--- config.mk ---
export PLATFORM = sky130hd
export DESIGN_NAME = vsync_fsm
export DESIGN_NICKNAME = d
export VERILOG_FILES = /design/src/rtl/vsync_fsm.sv
export SDC_FILE = /design/constraint.sdc
export NUM_CORES = 1
export LEC_CHECK = 0
export CAP_MARGIN = 25
export CORE_MARGIN = 8
export CORE_UTILIZATION = 58
export DETAILED_ROUTE_END_ITERATION = 10
export PLACE_DENSITY = 0.82
export SETUP_SLACK_MARGIN = 0.4
export SYNTH_ARGS = -nofsm -noshare
export SYNTH_HDL_FRONTEND = slang
export SYNTH_SLANG_ARGS = --single-unit
export TNS_END_PERCENT = 10
--- constraint.sdc ---
create_clock -name clk -period 4 [get_ports clk]
set_input_delay 0.8 -clock clk [delete_from_list [all_inputs] [get_ports clk]]
set_output_delay 0.8 -clock clk [all_outputs]
set_load 0.01 [all_outputs]
--- src/rtl/vsync_fsm.sv ---
// -----------------------------------------------------------------------------
// vsync_fsm -- vertical timing state machine for a line-doubled/downscaled
// display. Walks the vertical phases P (sync) -> Q (back porch) -> R (display)
// -> S (front porch) on each enable_state pulse, tracks which memory row is
// being shown during R, and flags frames whose display phase saw the wrong
// number of lines.
//
// Ports:
//   clk          in   system clock, rising edge
//   reset        in   asynchronous active-low reset
//   enable_state in   one-cycle pulse, advances the vertical phase
//   line_done    in   one-cycle pulse at the end of each horizontal line
//   vsync        out  active-low vertical sync (low only in P)
//   v_active     out  high only in R
//   row_addr     out  [6:0] memory row for the current display line
//   frame_start  out  one-cycle pulse after each S->P transition
//   line_err     out  sticky: an R phase ended with a bad line count
// -----------------------------------------------------------------------------
module vsync_fsm #(
  parameter int LINES_PER_ROW = 5,
  parameter int ROWS          = 96,
  parameter int ACTIVE_LINES  = 480
) (
  input  logic       clk,
  input  logic       reset,
  input  logic       enable_state,
  input  logic       line_done,
  output logic       vsync,
  output logic       v_active,
  output logic [6:0] row_addr,
  output logic       frame_start,
  output logic       line_err
);

  localparam int ROW_W  = 7;
  localparam int LINE_W = 9;
  localparam int SUB_W  = (LINES_PER_ROW > 1) ? $clog2(LINES_PER_ROW) : 1;

  localparam logic [ROW_W-1:0]  ROW_MAX    = ROW_W'(ROWS - 1);
  localparam logic [ROW_W-1:0]  ROW_ONE    = ROW_W'(1);
  localparam logic [LINE_W-1:0] LINE_ONE   = LINE_W'(1);
  localparam logic [LINE_W-1:0] LINE_EXPECT = LINE_W'(ACTIVE_LINES);
  localparam logic [SUB_W-1:0]  SUB_LAST   = SUB_W'(LINES_PER_ROW - 1);
  localparam logic [SUB_W-1:0]  SUB_ONE    = SUB_W'(1);

  typedef enum logic [1:0] {
    ST_P = 2'd0,
    ST_Q = 2'd1,
    ST_R = 2'd2,
    ST_S = 2'd3
  } state_t;

  state_t            state;
  logic [SUB_W-1:0]  sub_cnt;
  logic [LINE_W-1:0] line_cnt;

  // Line counter sticks at all-ones so an overlong display phase cannot wrap
  // back around to a value that looks correct.
  function automatic logic [LINE_W-1:0] sat_inc_line(input logic [LINE_W-1:0] v);
    return (v == {LINE_W{1'b1}}) ? v : v + LINE_ONE;
  endfunction

  // Row address stops at the last memory row.
  function automatic logic [ROW_W-1:0] sat_inc_row(input logic [ROW_W-1:0] v);
    return (v >= ROW_MAX) ? ROW_MAX : v + ROW_ONE;
  endfunction

  // Moore decodes straight off the state register.
  assign vsync    = (state != ST_P);
  assign v_active = (state == ST_R);

  always_ff @(posedge clk or negedge reset) begin
    if (!reset) begin
      state       <= ST_P;
      sub_cnt     <= '0;
      row_addr    <= '0;
      line_cnt    <= '0;
      frame_start <= 1'b0;
      line_err    <= 1'b0;
    end else begin
      frame_start <= 1'b0;
      if (enable_state) begin
        // A phase change wins over a coincident line_done.
        unique case (state)
          ST_P: state <= ST_Q;
          ST_Q: begin
            state    <= ST_R;
            sub_cnt  <= '0;
            row_addr <= '0;
            line_cnt <= '0;
          end
          ST_R: begin
            state <= ST_S;
            if (line_cnt != LINE_EXPECT) line_err <= 1'b1;
          end
          ST_S: begin
            state       <= ST_P;
            frame_start <= 1'b1;
          end
        endcase
      end else if (state == ST_R && line_done) begin
        line_cnt <= sat_inc_line(line_cnt);
        if (sub_cnt == SUB_LAST) begin
          sub_cnt  <= '0;
          row_addr <= sat_inc_row(row_addr);
        end else begin
          sub_cnt <= sub_cnt + SUB_ONE;
        end
      end
    end
  end

endmodule

==> results.txt <==
Unique masters post-synth - 33
Storage cell area - 576 µm²
vias in the first global route - 1013
CP Cell Sequence - inv_1 -> ha_1 -> clkdlybuf4s50_1
post-synthesis cell count - 127
Max Root-Sink Buffers - 2
Util after Layout - 0.677
Psw - 0.193 mW
Tot Pwr - 0.574 mW
Most used DFF post-synth - dfrtp_1
Net Count, Synth - 141
die area - 3970 µm²
Sw Ratio - 0.336
global-route usage over all layers - 0.133
first-pass GRT wire length - 4490 µm
Routability Congestion - 0.811
HP Class - flip-flop to flip-flop
share of layout cells above drive strength 1 - 0.0922
mean post-synth cell area - 10.1 µm²
I/O Pins - 15
Flop pwr share - 0.501
router iterations before antenna repair - 4
crit-path max FO - 5
via/cell ratio - 5.94
CP startpoint kind - flip-flop
top cell type's share of synthesized area - 0.448
DRC Markers - 0
CP bufs+invs - 2
Setup Viol. Count Final - 0
Worst path max stage delay - 0.56 ns
DR iter-0 viols - 45
cell taking the most area after synthesis - dfrtp_1
fin crit period - 2.43 ns
Max VDD drop - 0.268 mV
fin nets - 156
Multi-input gate area - 628 µm²
Worst R2R Path Depth - 7
DP HPWL - 1860 µm
Setup Fix Bufs, Post-CTS - 0
Final Skew - 0.00835 ns
maxcap violations - 0
Area growth, synth to finish - 13.3%
Synth area leaders - dfrtp_1 (45%), ha_1 (9.7%), xor2_1 (4.1%)
Starting Density - 0.598
number of buffers created by CTS - 3
slowest CP cell - clkdlybuf4s50_1
Final Cycle Share - 0.608
Skew-Pair Late Insertion Delay - 0.30 ns
Post-Synthesis Cell Area - 1280 µm²
post-route setup TNS - 0 ns
crit path DAT - 1.63 ns
hold buffer count at cts - 0
row count - 17
Top delay family on crit path - buffers and inverters
H-Tree Depth - 1
yosys warns - 0
Hold Crit Depth - 1
worst hold path startpoint - line_err
Finished Layout Cells - 169
RSZ-0062 raised after global routing - false
clk sinks - 23
reg2reg start - line_cnt[0]
Seq cells post-synth - 23
placed cell count - 164
PostCTS Resize Cnt - 0
Reg2Reg Setup Slack - 2.03 ns
Root Driver - clkbuf_4
Clock Power Share - 0.180
CORE AREA - 2150 µm²
Congestion Overflow GR - 0
die height - 63.0 µm
Pint - 0.381 mW
FFs w/ async S/R, synth - 1.00
Post-synth EDFFs - 0
fill cell count - 174
R2R Path End - line_cnt[6]
run status - complete, no violations
Crit Path Class - flip-flop to output port
total number of vias - 1004
Slew @ Worst Pin - 0.390 ns
final WL - 2490 µm
initial antenna violation count - 0
final-report hold violation count - 0
Pwr Density - 395 nW/µm²
CTS clk-pin slew, worst paths - 0.12 ns
relative slew slack - 0.739
hold path endpoint - line_err
Max Slew Vio Count - 0
Post-DRT Antenna Nets - 0
die width - 63.0 µm
Max Freq - 411 MHz
CTS tree - done
Lkg Pwr - 0.655 nW
Critical Path Sink Type - output port
wire length per cell - 14.7 µm
Req. time, crit path - 3.20 ns
PortBufs - 14
sequential area share after synthesis - 0.448
Inserted Diodes - 0
combinational share of power - 0.319
pin count of the biggest net entering global routing - 24
[state kept, by name (all words and copies together) (netlist names)]
signal and count:
state 2, sub_cnt 3, line_cnt 9, row_addr 7, frame_start 1, line_err 1
[through the flow]
step | instance area [µm²] | hold slack [ns] | worst slack (ns)
CTS | 1440 | 0.487 | 1.57
global route | 1450 | 0.522 | 1.46
detailed placement | 1410 | 0.459 | 1.56
floorplan | 1280 | 0.491 | 2.13
global placement | 1410 | 0.452 | 1.65
finish | 1450 | 0.484 | 1.57
[worst max path at each step]
stage / from / end / slack, ns / cells after the start
after CTS: state[0] / v_active / 1.57 / 3
final: state[0] / v_active / 1.57 / 3
after floorplan: enable_state / row_addr[2] / 2.13 / 7
after detailed placement: enable_state / row_addr[5] / 1.56 / 5
after global routing: state[0] / v_active / 1.46 / 3
after global placement: enable_state / row_addr[2] / 1.65 / 5
[final cells by class]
type,count,area share
clock buffers,4,0.0181
repair buffers,15,0.107
inverters,9,0.0232
multi-input cells,90,0.432
well taps,28,0.0241
flip-flops and latches,23,0.396
[worst reg2reg max path, stage by stage, from the launching register on]
cell	delay, ns
dfrtp_1	0.44
ha_1	0.27
and3_1	0.17
ha_1	0.16
and4bb_2	0.45
nand4_1	0.15
xor2_1	0.15
nor2_1	0.05
[per-layer routing]
metal  wire length, µm  global-route usage  up-vias
met4                31              0.0456        0
met5                 0                   0        -
met3               132              0.0233        6
li1                  -                   -      476
met1              1060               0.151      493
met2              1270               0.239       29
[synth_stat cells, types with 2 or more instances]
cell	n
a21oi_1	8
a31o_2	2
a31oi_1	2
and2_1	2
and2_2	2
and3_1	3
buf_6	3
dfrtp_1	23
ha_1	10
inv_1	9
nand2_1	12
nand3_1	6
nand4_1	4
nor2_1	9
o21a_1	2
o21ai_0	7
o31ai_1	2
xor2_1	6
[layout by cell type (no fill, tap or decap), drive strengths merged]
master / netlist / layout
nand3: 6 / 6
a211oi: 1 / 1
a22o: 1 / 1
a32o: 1 / 1
a31oi: 2 / 2
nand2: 12 / 12
and3: 4 / 4
a41oi: 1 / 1
nor3b: 1 / 1
buf: 5 / 1
inv: 9 / 9
o21a: 2 / 2
dfrtp: 23 / 23
o21ai: 7 / 7
nor2: 9 / 9
clkdlybuf4s50: 0 / 14
mux2i: 1 / 1
nor4b: 1 / 1
clkbuf: 0 / 4
a31o: 2 / 2
o221a: 1 / 1
ha: 10 / 10
and4bb: 1 / 1
and2: 4 / 4
a21oi: 8 / 8
a2bb2oi: 1 / 1
o31ai: 2 / 2
xor2: 6 / 6
nand4: 4 / 4
and3b: 1 / 1
or3: 1 / 1
[power by group through the flow]
stage	Clock [mW]	Combinational (mW)	Sequential (mW)
6_report	0.103	0.183	0.288
5_1_grt	0.118	0.207	0.292
4_1_cts	0.106	0.181	0.288
3_5_place_dp	0	0.180	0.292
3_3_place_gp	0	0.171	0.290
2_1_floorplan	0	0.122	0.287
[kinds of logic (layout without fill, tap and decap cells)]
logic type                 Yosys count  after routing  share of synthesized area
AOI/OAI and AO/OA                   29             29                      0.160
xor gates and xnor gates             6              6                     0.0409
adders and majority gates           10             10                     0.0975
buffers and inverters               14             28                     0.0624
DFF                                 23             23                      0.448
muxes                                1              1                    0.00780
and+or+nand+nor                     44             44                      0.183
(Power assumes the default switching activity.)
==> RTL edit 1, RTL diff (config.mk and constraints unchanged) <==
Encoding of `state_t`: now one-hot (4 bits for 4 states).
--- a/src/rtl/vsync_fsm.sv
+++ b/src/rtl/vsync_fsm.sv
@@ -43,11 +43,11 @@
   localparam logic [SUB_W-1:0]  SUB_LAST   = SUB_W'(LINES_PER_ROW - 1);
   localparam logic [SUB_W-1:0]  SUB_ONE    = SUB_W'(1);
 
-  typedef enum logic [1:0] {
-    ST_P = 2'd0,
-    ST_Q = 2'd1,
-    ST_R = 2'd2,
-    ST_S = 2'd3
+  typedef enum logic [3:0] {
+    ST_P = 4'b0001,
+    ST_Q = 4'b0010,
+    ST_R = 4'b0100,
+    ST_S = 4'b1000
   } state_t;
 
   state_t            state;
Check against the original RTL: same outputs for any inputs over 10 cycles, from zero or initial values and one cycle with reset low; not proved beyond that.
==> RTL edit 1 against the original RTL <==
- sequential cell count is 2 higher
- global-route usage is 1.2 points higher
- wire length is 18% higher
- register-to-register slack worse by 0.45 ns
- synthesized area is 8.2% higher
- total power is 30% higher
- core utilization is 3.0 points higher
- synthesized cell count is 11% higher
- final area is 8.5% higher
- worst setup slack worse by 0.50 ns
- cell count is 8.3% higher
==> RTL edit 1: results (changes against the original RTL) <==
| Metric | Value |
|---|---|
| Status | `completed` |
| Overall fraction of global-route tracks in use | `14.4% (+1.2 points)` |
| Routability cong. | `0.924 (+14%)` |
| Ratio of cells with drive above 1 in the final layout | `11.6% (+2.4 points)` |
| Synth top area share | `43.2% (-1.6 points)` |
| Register Area | `627 um2 (+8.9%)` |
| M1 GR Usage | `18.6% (+3.5 points)` |
| Peak supply drop | `0.374 mV (+40%)` |
| M3 GR Usage | `3.44% (+1.1 points)` |
| Post-CTS Setup Bufs | `0 (unchanged)` |
| Met2 Use GR | `23.6% (-0.34 points)` |
| Top flop regs | `line_cnt x9, row_addr x7, state x4` |
| H-tree levels | `1 (unchanged)` |
| First-pass GRT wire length | `5.08 mm (+13%)` |
| CTS Buf Count | `3 (unchanged)` |
| Critical R2R Launch | `state[1]$_DFFE_PN0P_` |
| Vias in the first global route | `1095 (+8.1%)` |
| Layout fillers | `164 (-5.7%)` |
| I/O Buffers | `14 (unchanged)` |
| Pin count of the biggest net entering global routing | `16 (-33%)` |
| Dpl hpwl | `2.24 mm (+21%)` |
| Synth top area cells | `dfrtp_1, ha_1, nand3_1` |
| Final clock skew | `0.00469 ns (-0.00366 ns)` |
| Critical path arrival | `2.13 ns (+0.50 ns)` |
| Syn Nets | `151 (+7.1%)` |
| Sequential fraction of the synthesis area | `45.1% (+0.30 points)` |
| Top cells by count, synth | `dfrtp_1, nor2_1, nand3_1` |
| Pleak | `0.647 nW (-1.1%)` |
| Mean Syn Cell Area | `9.85 um2 (-2.6%)` |
| Antenna cells | `0 (unchanged)` |
| Initial antenna violation count | `0 (unchanged)` |
| Max FO, Critical Path | `8 (+3)` |
| Pint | `0.000466 W (+22%)` |
| DRT Pass-1 Iters | `5 (+1)` |
| Synth unique cells | `45 (+36%)` |
| DR WL/cell | `16.1 um (+9.1%)` |
| Mean number of vias per cell | `6.36 (+7.0%)` |
| Vias | `1163 (+16%)` |
| Placement Cell Area | `1550 um2 (+9.8%)` |
| Yosys warnings | `0 (unchanged)` |
| Inst Count DP | `179 (+9.1%)` |
| Slew Limit Headroom | `59.0% (-15 points)` |
| Initial DRC Count | `76 (+69%)` |
| Met1 wire length | `1.30 mm (+23%)` |
| Met2 WL post-DR | `1.43 mm (+13%)` |
| Dpl ws | `0.954 ns (-0.602 ns)` |
| Metal3 WL | `185 um (+40%)` |
| Post-layout nets | `166 (+6.4%)` |
RTL edit 1: layout make-up:
| class | instances | share of cell area, % |
|---|---|---|
| Clock buffer | 4 | 1.67 |
| Timing Repair Buffer | 15 | 9.83 |
| Sequential cell | 25 | 39.7 |
| Multi-Input combinational cell | 103 | 44.6 |
| Tap cell | 28 | 2.22 |
| Inverter | 8 | 1.90 |
RTL edit 1: worst max-delay path, stage by stage, from the launching register on:
cell and delay (ns):
dfrtp_1 0.47, or4b_1 0.66, inv_1 0.15, clkdlybuf4s50_1 0.55
RTL edit 1: logic make-up (layout without fill, tap and decap cells):
kind of cell,Yosys count,count (layout),synth area share [%]
buffers and inverters,13,27,4.14
multiplexers,3,3,2.25
adder cells (fa/ha/maj),6,6,5.41
flip-flops,25,25,45.1
AO/OA/AOI/OAI,38,38,21.4
AND/OR/NAND/NOR,55,55,21.0
XOR/XNOR,1,1,0.631
RTL edit 1: path summary, 6_finish.rpt:
kind                                      endpoint  cells past startpoint  slack [ns]
max in group asynchronous     state[0]$_DFFE_PN1P_                      2        2.56
min in group asynchronous  row_addr[4]$_DFFE_PN0P_                      1        0.85
max reg2reg                line_cnt[7]$_DFFE_PN0P_                      4        1.58
min                           line_err$_DFFE_PN0P_                      1        0.48
max                                       v_active                      3        1.07
min reg2reg                   line_err$_DFFE_PN0P_                      1        0.48
RTL edit 1: power groups by stage:
stage / Combinational, W / Sequential [W] / Clock [W]
2_1_floorplan: 0.000188 / 0.000369 / 0
3_3_place_gp: 0.000236 / 0.000381 / 0
3_5_place_dp: 0.000247 / 0.000385 / 0
4_1_cts: 0.000248 / 0.000381 / 0.000115
5_1_grt: 0.000276 / 0.000394 / 0.000124
6_report: 0.000248 / 0.000385 / 0.000113
==> RTL edit 2, RTL diff (same flow settings) <==
Without the edit above. Set the parameter `LINES_PER_ROW` to 4 (it was 5).
--- a/src/rtl/vsync_fsm.sv
+++ b/src/rtl/vsync_fsm.sv
@@ -17,7 +17,7 @@
 //   line_err     out  sticky: an R phase ended with a bad line count
 // -----------------------------------------------------------------------------
 module vsync_fsm #(
-  parameter int LINES_PER_ROW = 5,
+  parameter int LINES_PER_ROW = 4,
   parameter int ROWS          = 96,
   parameter int ACTIVE_LINES  = 480
 ) (
Check against the original RTL: not equivalent (Yosys sat finds a counterexample within 10 cycles, from zero or initial values and one cycle with reset low).
==> RTL edit 2 against the original RTL <==
- via count is 2.7% lower
- final area is 3.4% lower
- wire length is 4.6% lower
- synthesized cell count is 0.79% lower
- total power is 1.2% higher
- largest power group unchanged
- maximum frequency is 3.4% lower
- critical path type unchanged
- combinational power is 4% lower
- sequential cell count is 1 lower
- non-clock buffer count stayed put
- synthesized area is 7.6% lower
- worst setup slack worse by 0.085 ns
==> RTL edit 2: results (changes against the original RTL) <==
| Metric | Value |
|---|---|
| Status | `completed` |
| Dpl hpwl | `1.76 mm (-5.1%)` |
| Initial DRC Count | `23 (-49%)` |
| Ratio of cells with drive above 1 in the final layout | `4.26% (-5.0 points)` |
| Final clock skew | `0.00342 ns (-0.00493 ns)` |
| XOR/XNOR share of the synthesized area | `3.69% (-0.40 points)` |
| Yosys warnings | `0 (unchanged)` |
| Routability cong. | `0.798 (-1.5%)` |
| Max FO, Critical Path | `7 (+2)` |
| M3 GR Usage | `3.97% (+1.6 points)` |
| Peak supply drop | `0.386 mV (+44%)` |
| Post-CTS Setup Bufs | `0 (unchanged)` |
| Antenna cells | `0 (unchanged)` |
| Mean Syn Cell Area | `9.41 um2 (-6.9%)` |
| M1 GR Usage | `15.7% (+0.60 points)` |
| Mux contribution to synthesized area | `0.844% (+0.064 points)` |
| Synth Area in Compound Gates | `13.2% (-2.8 points)` |
| Clk slew on worst S/H paths | `0.12 ns (about the same)` |
| Adder-Cell Fraction of Synth Area | `9.49% (-0.25 points)` |
| Top cells by count, synth | `dfrtp_1, nand2_1, nor2_1, o21ai_0, ha_1` |
| Vias in the first global route | `862 (-15%)` |
| Mean number of vias per cell | `5.82 (-2.1%)` |
| Overall fraction of global-route tracks in use | `14.2% (+0.92 points)` |
| Post-route insts no fill | `168 (-0.59%)` |
| Synth top area cells | `dfrtp_1, ha_1, nand2_1` |
| Pin count of the biggest net entering global routing | `23 (-4.2%)` |
| Syn Nets | `139 (-1.4%)` |
| Clock tree buffer depth | `2 (unchanged)` |
| Met2 Use GR | `23.4% (-0.51 points)` |
| DR WL/cell | `14.1 um (-4.1%)` |
| Inst Count DP | `163 (-0.61%)` |
| Critical Path Max Stage Delay | `0.59 ns (+0.03 ns)` |
| Synth unique cells | `31 (-6.1%)` |
| Top flop regs | `line_cnt x9, row_addr x7` |
| Pleak | `0.653 nW (-0.27%)` |
| Slew @ Worst Pin | `0.412 ns (+0.0221 ns)` |
| First-pass GRT wire length | `3.91 mm (-13%)` |
| Sequential fraction of the synthesis area | `46.4% (+1.6 points)` |
## RTL edit 2: changes by cell type after synthesis, sizes merged, moves of 2 or more
cell	unedited run	this run
nor3	0	7
inv	9	5
o21ai	7	11
buf	5	2
nand2	12	15
a21oi	8	6
clkbuf	0	2
nand3b	0	2
o21a	2	0
## RTL edit 2: final cells by class
class,count,area [um2]
flip-flops and latches,22,551
well taps,27,33.8
clock buffers,4,36.3
multi-input cells,95,599
fillers,160,538
inverters,5,18.8
repair buffers,15,165
## RTL edit 2: worst reg2reg max path, stage by stage (launching register included)
cell      delay [ns]
dfrtp_1         0.44
and3_1          0.22
and3_1          0.17
ha_1            0.18
and4bb_1        0.49
nand3_1         0.19
or4_1           0.42
nand2_1         0.08
## RTL edit 2: worst paths after layout
kind	cells after the start	end	startpoint	slack, ns
hold / removal	1	line_err$_DFFE_PN0P_	line_err$_DFFE_PN0P_	0.49
max in group asynchronous	2	state[0]$_DFFE_PN0P_	reset	3.03
setup / recovery	3	v_active	state[0]$_DFFE_PN0P_	1.48
setup reg to reg	7	line_cnt[7]$_DFFE_PN0P_	line_cnt[2]$_DFFE_PN0P_	1.77
min in group asynchronous	2	line_cnt[8]$_DFFE_PN0P_	reset	0.83
hold reg to reg	1	line_err$_DFFE_PN0P_	line_err$_DFFE_PN0P_	0.49
## RTL edit 2: per-stage QoR
| step | setup slack [ns] | instance area (um2) |
|---|---|---|
| finish | 1.48 | 1400 |
| global route | 1.39 | 1400 |
| CTS | 1.48 | 1380 |
| detailed placement | 1.28 | 1340 |
| global placement | 1.34 | 1340 |
| floorplan | 2.18 | 1190 |
## RTL edit 2: kinds of logic after synthesis
group                    count (synthesis)
AND/OR/NAND/NOR                         54
AO/OA/AOI/OAI                           26
flip-flops                              22
buffers and inverters                    9
adder cells (fa/ha/maj)                  9
XOR/XNOR                                 5
multiplexers                             1
## RTL edit 2: power breakdown
| part | total [W] | switching, W | internal (W) | leakage [nW] |
|---|---|---|---|---|
| combinational | 0.000176 | 0.0000984 | 0.0000781 | 0.336 |
| clock | 0.000124 | 0.0000687 | 0.0000556 | 0.0210 |
| sequential | 0.000280 | 0.0000269 | 0.000253 | 0.296 |
## RTL edit 2: layer usage
layer	vias to the layer above	routed length, um
li1	483	-
met2	24	1190
met1	465	1050
met5	-	0
met4	0	43
met3	5	91
